===== config.mk =====
export PLATFORM = sky130hd
export DESIGN_NAME = vga_timing_gen
export DESIGN_NICKNAME = d
export VERILOG_FILES = /design/src/rtl/vga_timing_gen.sv
export SDC_FILE = /design/constraint.sdc
export NUM_CORES = 1
export LEC_CHECK = 0
export ABC_AREA = 1
export CAP_MARGIN = 20
export CORE_MARGIN = 5
export CORE_UTILIZATION = 23
export CTS_CLUSTER_SIZE = 28
export DETAILED_ROUTE_END_ITERATION = 10
export GPL_ROUTABILITY_DRIVEN = 1
export MAX_ROUTING_LAYER = met4
export PLACE_DENSITY = 0.46
export SLEW_MARGIN = 20
export SYNTH_ARGS = -nofsm -noshare
export SYNTH_HDL_FRONTEND = slang
export SYNTH_SLANG_ARGS = --single-unit
export TNS_END_PERCENT = 20

===== constraint.sdc =====
create_clock -name clk -period 2.2 [get_ports clk]
set_input_delay 0.44 -clock clk [delete_from_list [all_inputs] [get_ports clk]]
set_output_delay 0.44 -clock clk [all_outputs]
set_load 0.01 [all_outputs]

===== src/rtl/vga_timing_gen.sv =====
// Parametrised VGA raster generator: raw x/y counters, sync/blank decodes,
// line/frame strobes and a frame counter. Every output is registered.
module vga_timing_gen #(
  parameter int H_ACTIVE  = 640,
  parameter int H_FP      = 16,
  parameter int H_SYNC    = 96,
  parameter int H_BP      = 48,
  parameter int V_ACTIVE  = 480,
  parameter int V_FP      = 10,
  parameter int V_SYNC    = 2,
  parameter int V_BP      = 33,
  parameter bit HSYNC_POL = 1'b0,
  parameter bit VSYNC_POL = 1'b0,
  parameter int COORD_W   = 10,
  parameter int FRAME_W   = 8
) (
  input  logic               clk,
  input  logic               rst_n,
  input  logic               ce,
  input  logic               resync,
  output logic               hsync,
  output logic               vsync,
  output logic               activevideo,
  output logic [COORD_W-1:0] x_px,
  output logic [COORD_W-1:0] y_px,
  output logic               line_start,
  output logic               frame_start,
  output logic [FRAME_W-1:0] frame_cnt
);

  localparam int H_TOTAL  = H_ACTIVE + H_FP + H_SYNC + H_BP;
  localparam int V_TOTAL  = V_ACTIVE + V_FP + V_SYNC + V_BP;
  localparam int HS_START = H_ACTIVE + H_FP;
  localparam int HS_END   = HS_START + H_SYNC;
  localparam int VS_START = V_ACTIVE + V_FP;
  localparam int VS_END   = VS_START + V_SYNC;

  localparam logic [COORD_W-1:0] H_LAST = COORD_W'(H_TOTAL - 1);
  localparam logic [COORD_W-1:0] V_LAST = COORD_W'(V_TOTAL - 1);

  logic [COORD_W-1:0] x_d, y_d;
  logic [FRAME_W-1:0] frame_d;
  logic               line_d, frame_strobe_d;
  logic               hsync_d, vsync_d, active_d;
  int                 x_i, y_i;

  // Next raster position; resync wins over ce.
  always_comb begin
    x_d            = x_px;
    y_d            = y_px;
    frame_d        = frame_cnt;
    line_d         = 1'b0;
    frame_strobe_d = 1'b0;
    if (resync) begin
      x_d            = '0;
      y_d            = '0;
      line_d         = 1'b1;
      frame_strobe_d = 1'b1;
    end else if (ce) begin
      if (x_px != H_LAST) begin
        x_d = x_px + 1'b1;
      end else begin
        x_d    = '0;
        line_d = 1'b1;
        if (y_px != V_LAST) begin
          y_d = y_px + 1'b1;
        end else begin
          y_d            = '0;
          frame_d        = frame_cnt + 1'b1;
          frame_strobe_d = 1'b1;
        end
      end
    end
  end

  // Decodes are taken from the next position so syncs line up with x/y.
  always_comb begin
    x_i      = int'(x_d);
    y_i      = int'(y_d);
    active_d = (x_i < H_ACTIVE) && (y_i < V_ACTIVE);
    hsync_d  = ((x_i >= HS_START) && (x_i < HS_END)) ? HSYNC_POL : ~HSYNC_POL;
    vsync_d  = ((y_i >= VS_START) && (y_i < VS_END)) ? VSYNC_POL : ~VSYNC_POL;
  end

  always_ff @(posedge clk or negedge rst_n) begin
    if (!rst_n) begin
      x_px        <= '0;
      y_px        <= '0;
      frame_cnt   <= '0;
      line_start  <= 1'b0;
      frame_start <= 1'b0;
      activevideo <= 1'b1;
      hsync       <= ~HSYNC_POL;
      vsync       <= ~VSYNC_POL;
    end else begin
      x_px        <= x_d;
      y_px        <= y_d;
      frame_cnt   <= frame_d;
      line_start  <= line_d;
      frame_start <= frame_strobe_d;
      activevideo <= active_d;
      hsync       <= hsync_d;
      vsync       <= vsync_d;
    end
  end

endmodule


After elaboration in Yosys (flattened, before gate mapping)
Cells that the tools add are included.
{ "word_totals": {"inputBits": 4, "word_cells": 42, "regBits": 33, "out_inout_bits": 33} }
{ "classes": {"reduce_logical": 4, "order_cmp": 6, "addsub": 3, "n_bitwise": 3, "eq_ne": 2, "n_mux": 16} }
{ "op_table": {"columns": ["cell", "n"], "rows": [
  ["$mux W10", 7],
  ["$add A10 B1 Y10 const B", 2],
  ["$lt A10 B10 Y1 const B", 2],
  ["$lt A10 B9 Y1 const B", 2],
  ["$ne A10 B10 Y1 const B", 2],
  ["$ge A10 B10 Y1 const B", 1],
  ["$ge A10 B9 Y1 const B", 1],
  ["$mux W1", 9],
  ["$add A8 B1 Y8 const B", 1],
  ["$reduce_and A4 Y1", 1],
  ["$logic_and A1 B1 Y1", 3],
  ["$not A1 Y1", 3]
]} }

Longest topological paths before layout
Gate-level depths: netlist of run 1.
{ "logic_depth": {"ltp_word": 8, "ltp_mapped": 12, "mapped_depth_nobuf": 12} }

Worst setup path after synthesis of run 1
OpenSTA, ideal clock, no wires.
{ "synth_timing": {"path_kind": "flip-flop to flip-flop", "startpoint": "register x_px[0]", "endpoint": "register frame_cnt[6]", "period_less_slack_ns": 1.667, "arrival_time_ns": 1.541, "t_required_ns": 2.074, "stages_incl_launch_ff": 10, "slack_ns": 0.533, "path_cell_list": "dfrtp_1 ha_1 nand2_4 nor2_8 inv_4 nor2_8 nand3_4 nor3_4 nand2_2 xnor2_1"} }
{ "synth_via": {"elab_chain_len": 3} }
{ "synth_rtl": {"columns": ["item", "line_no", "text"], "rows": [
  ["start, declared", "24", "output logic [COORD_W-1:0] x_px,"],
  ["start signal, assigned", "87", "x_px <= '0;"],
  ["start signal, assigned", "96", "x_px <= x_d;"],
  ["$ne A10 B10 Y1", "60", "if (x_px != H_LAST) begin"],
  ["$not A1 Y1 (no source line)", null, null],
  ["$reduce_and A4 Y1 (no source line)", null, null],
  ["end signal, assigned", "98", "frame_cnt <= frame_d;"],
  ["end, declared", "28", "output logic [FRAME_W-1:0] frame_cnt"]
]} }
No other way between the ends.
A chain may end at the register's enable or synchronous reset.

Final worst setup path of run 1
{ "layout_timing": {"startpoint": "register y_px[0]", "endpoint": "register frame_cnt[7]"} }
{ "layout_via": {"elab_chain_len": 3} }
{ "layout_rtl": {"columns": ["item", "line_no", "text"], "rows": [
  ["start, declared", "25", "output logic [COORD_W-1:0] y_px,"],
  ["start signal, assigned", "97", "y_px <= y_d;"],
  ["$ne A10 B10 Y1", "65", "if (y_px != V_LAST) begin"],
  ["$not A1 Y1 (no source line)", null, null],
  ["$reduce_and A4 Y1 (no source line)", null, null]
]} }
No other way between the ends.

==> impl_metrics.json, run 1 <==
{
  "setup_viol": 0,
  "htreeDepth": 2,
  "rows": 33,
  "root_buffer": "clkbuf_8",
  "cts_buffer_depth": 2,
  "switching_share_pct": 23.9,
  "yosysSeqAreaShare_pct": 43.6,
  "ys_ff_latch": 33,
  "crit_buf_inv": 2,
  "antenna_cells": 0,
  "ys.warnings.count": 0,
  "maxSlewHeadroom_pct": 70.7,
  "p_leak_nw": 1.23,
  "wl_per_cell_um": 12.5,
  "place_hpwl_um": 3750,
  "cp_max_fo": 5,
  "cpLargestDelayFamily": "simple AND/OR/NAND/NOR gates",
  "period_needed_ps": 1920,
  "ys_types": 29,
  "antenna_found_initial": 0,
  "io_pins": 37,
  "synth_top_cell_area_share_pct": 39.5,
  "path_class": "reg2reg",
  "period_share_pct": 87.1,
  "place_congestion": 0.821,
  "switching_power_mw": 0.270,
  "die_x_um": 101,
  "hold_viol": 0,
  "numClockSinks": 33,
  "yosys-top-cells-count": "nand2_1, inv_1, dfrtp_1, nor2_1, nand3_1",
  "cts_hold_buf": 0,
  "status": "finished, final reports clean",
  "core_area_um2": 8130,
  "drive_gt1_share_pct": 14.3,
  "hold_path_class": "reg2reg",
  "crit_path_frequent_cell": "nand2_1",
  "rsz0062_at_grt": "no",
  "seqPwrFrac_pct": 54.8,
  "max_clock_freq_mhz": 522,
  "vdd.ir_drop.worst_v": 0.000149,
  "syn_area_um2": 1900,
  "cp.arrival_ps": 2100,
  "cts_tree": "done",
  "holdWs_ps": 503,
  "place.port_buffers": 36,
  "drv_cap": 0,
  "comb_power_share_pct": 6.1,
  "dp_slack_ps": -12.7,
  "vias": 1617,
  "synth_most_common_cell": "nand2_1",
  "yosysTopAreaCell": "dfrtp_1",
  "crit_path_end_kind": "flip-flop",
  "synth_area_leaders": "dfrtp_1, nand2_1, inv_1",
  "syn_avg_cell_area_um2": 8.09,
  "path_clk_slew_ps": 70,
  "clkPwrFrac_pct": 39.1,
  "max_stage_delay_ps": 420,
  "drtAntennaViolNets": 0,
  "syn_to_final_growth_pct": 33.0,
  "drt_iter0_drc": 38,
  "synth_fp_nets": 243,
  "nets": 293,
  "worstPathRequired_ps": 2380,
  "clock_latency_ps": 280,
  "grt_pass1_wl_um": 8280,
  "ys.flop_type": "dfrtp_1",
  "fin_skew_ps": 4.49,
  "dieHeight_um": 101,
  "p_int_mw": 0.860,
  "worst_pin_slew_ps": 439,
  "die-area_um2": 10200,
  "grt_max_degree": 34,
  "syn_inst": 235,
  "powerDensity_nw_per_um2": 447,
  "place_area_um2": 2440,
  "wirelength_um": 4880,
  "cts_made_buffers": 5,
  "start_util_pct": 23.4,
  "finalMaxSlewViolations": 0,
  "setup_ws_ps": 284,
  "fin_cells": 391,
  "synth_edf_count": 0,
  "path_cells": "inv_1, ha_1, nand2_1, nor2_1, inv_1, nor2_1, nand3_4, nor3_4, nand3_1, nand2_1, nand2_1",
  "synthArstFlopShare_pct": 100,
  "grt_use_total_pct": 10.7,
  "worstSetupStartpointType": "flip-flop",
  "post_cts_buffers": 0,
  "cts-resized-gates": 0,
  "drc": 0,
  "cp_slowest_cell": "dfrtp_1",
  "drt-vias-per-instance": 4.14,
  "dpl.cell_count": 383,
  "fin_area_um2": 2530,
  "drtPass1Iterations": 4,
  "grt_pass1_vias": 1686,
  "grt_overflow": 0
}
-- power by group through the flow --
stage | Clock [mW] | Sequential (mW) | Combinational [mW]
floorplan | 0 | 0.632 | 0.0227
global placement | 0 | 0.630 | 0.0715
detailed placement | 0 | 0.629 | 0.0721
CTS | 0.465 | 0.618 | 0.0719
global route | 0.490 | 0.619 | 0.0788
finish | 0.442 | 0.619 | 0.0692
-- metrics by stage --
step,TNS (ps),util [%],total power [mW]
after floorplan,0,-,0.654
after global placement,0,30.1,0.701
after detailed placement,-17.4,30.1,0.702
after CTS,0,31.1,1.16
after global routing,0,31.1,1.19
final,0,31.1,1.13
-- area by class of cell --
| class | count | area, um^2 |
|---|---|---|
| Fill cell | 877 | 5610 |
| Multi-Input combinational cell | 159 | 903 |
| Sequential cell | 33 | 830 |
| Timing Repair Buffer | 44 | 420 |
| Inverter | 42 | 160 |
| Tap cell | 105 | 131 |
| Clock buffer | 6 | 72.6 |
| Clock inverter | 2 | 10.0 |
-- path summary, 6_finish.rpt --
check	from	to	slack (ps)	cells past startpoint
worst max-delay path	y_px[0]	frame_cnt[7]	280	11
worst min-delay path	frame_cnt[4]	frame_cnt[4]	500	1
worst max register to register	y_px[0]	frame_cnt[7]	280	11
worst min register to register	frame_cnt[4]	frame_cnt[4]	500	1
max in group asynchronous	rst_n	activevideo	1290	2
min in group asynchronous	rst_n	frame_start	580	2
-- state kept, by name, summed over array words and instances, names as in the netlist --
signal / flops
frame_cnt: 8
y_px: 10
hsync: 1
x_px: 10
activevideo: 1
frame_start: 1
line_start: 1
vsync: 1
-- cell usage in the layout (no fill, tap or decap), drive strengths merged --
cell type      netlist  routed
a21o                 1       1
a21oi                5       5
a31oi                1       1
buf                  1       8
clkbuf               0       6
clkdlybuf4s50        0      36
clkinv               1       3
dfrtp               30      30
dfstp                3       3
ha                   4       4
inv                 41      41
mux2                 1       1
nand2               47      47
nand3               29      29
nand4                9       9
nor2                41      41
nor3                 4       4
o21ai                6       6
o21bai               2       2
or2                  1       1
xnor2                5       5
xor2                 3       3
-- logic make-up after synthesis --
family                   after synthesis  share of synthesized area [%]
AND/OR/NAND/NOR                      131                           36.1
buffers and inverters                 43                           8.82
XOR/XNOR                               8                           3.69
adder cells (fa/ha/maj)                4                           2.63
AO/OA/AOI/OAI                         15                           4.48
flip-flops                            33                           43.6
multiplexers                           1                          0.592
-- per-layer routing --
layer | up-vias | track usage [%] | wire [um]
li1 | 844 | - | -
met5 | - | - | 0
met3 | 6 | 2.35 | 168
met4 | 0 | 3.27 | 63
met2 | 31 | 16.6 | 2190
met1 | 736 | 14.0 | 2450
Power figures use the tool's default switching activity.
==> inputs of run 2 (changes only) <==
--- a/config.mk
+++ b/config.mk
@@ -9,7 +9,7 @@
 export CAP_MARGIN = 20
 export CORE_MARGIN = 5
 export CORE_UTILIZATION = 23
-export CTS_CLUSTER_SIZE = 28
+export CTS_CLUSTER_SIZE = 24
 export DETAILED_ROUTE_END_ITERATION = 10
 export GPL_ROUTABILITY_DRIVEN = 1
 export MAX_ROUTING_LAYER = met4
==> results of run 2 <==
Same layout as run 1: the final DEF is identical, and so are final timing and power.
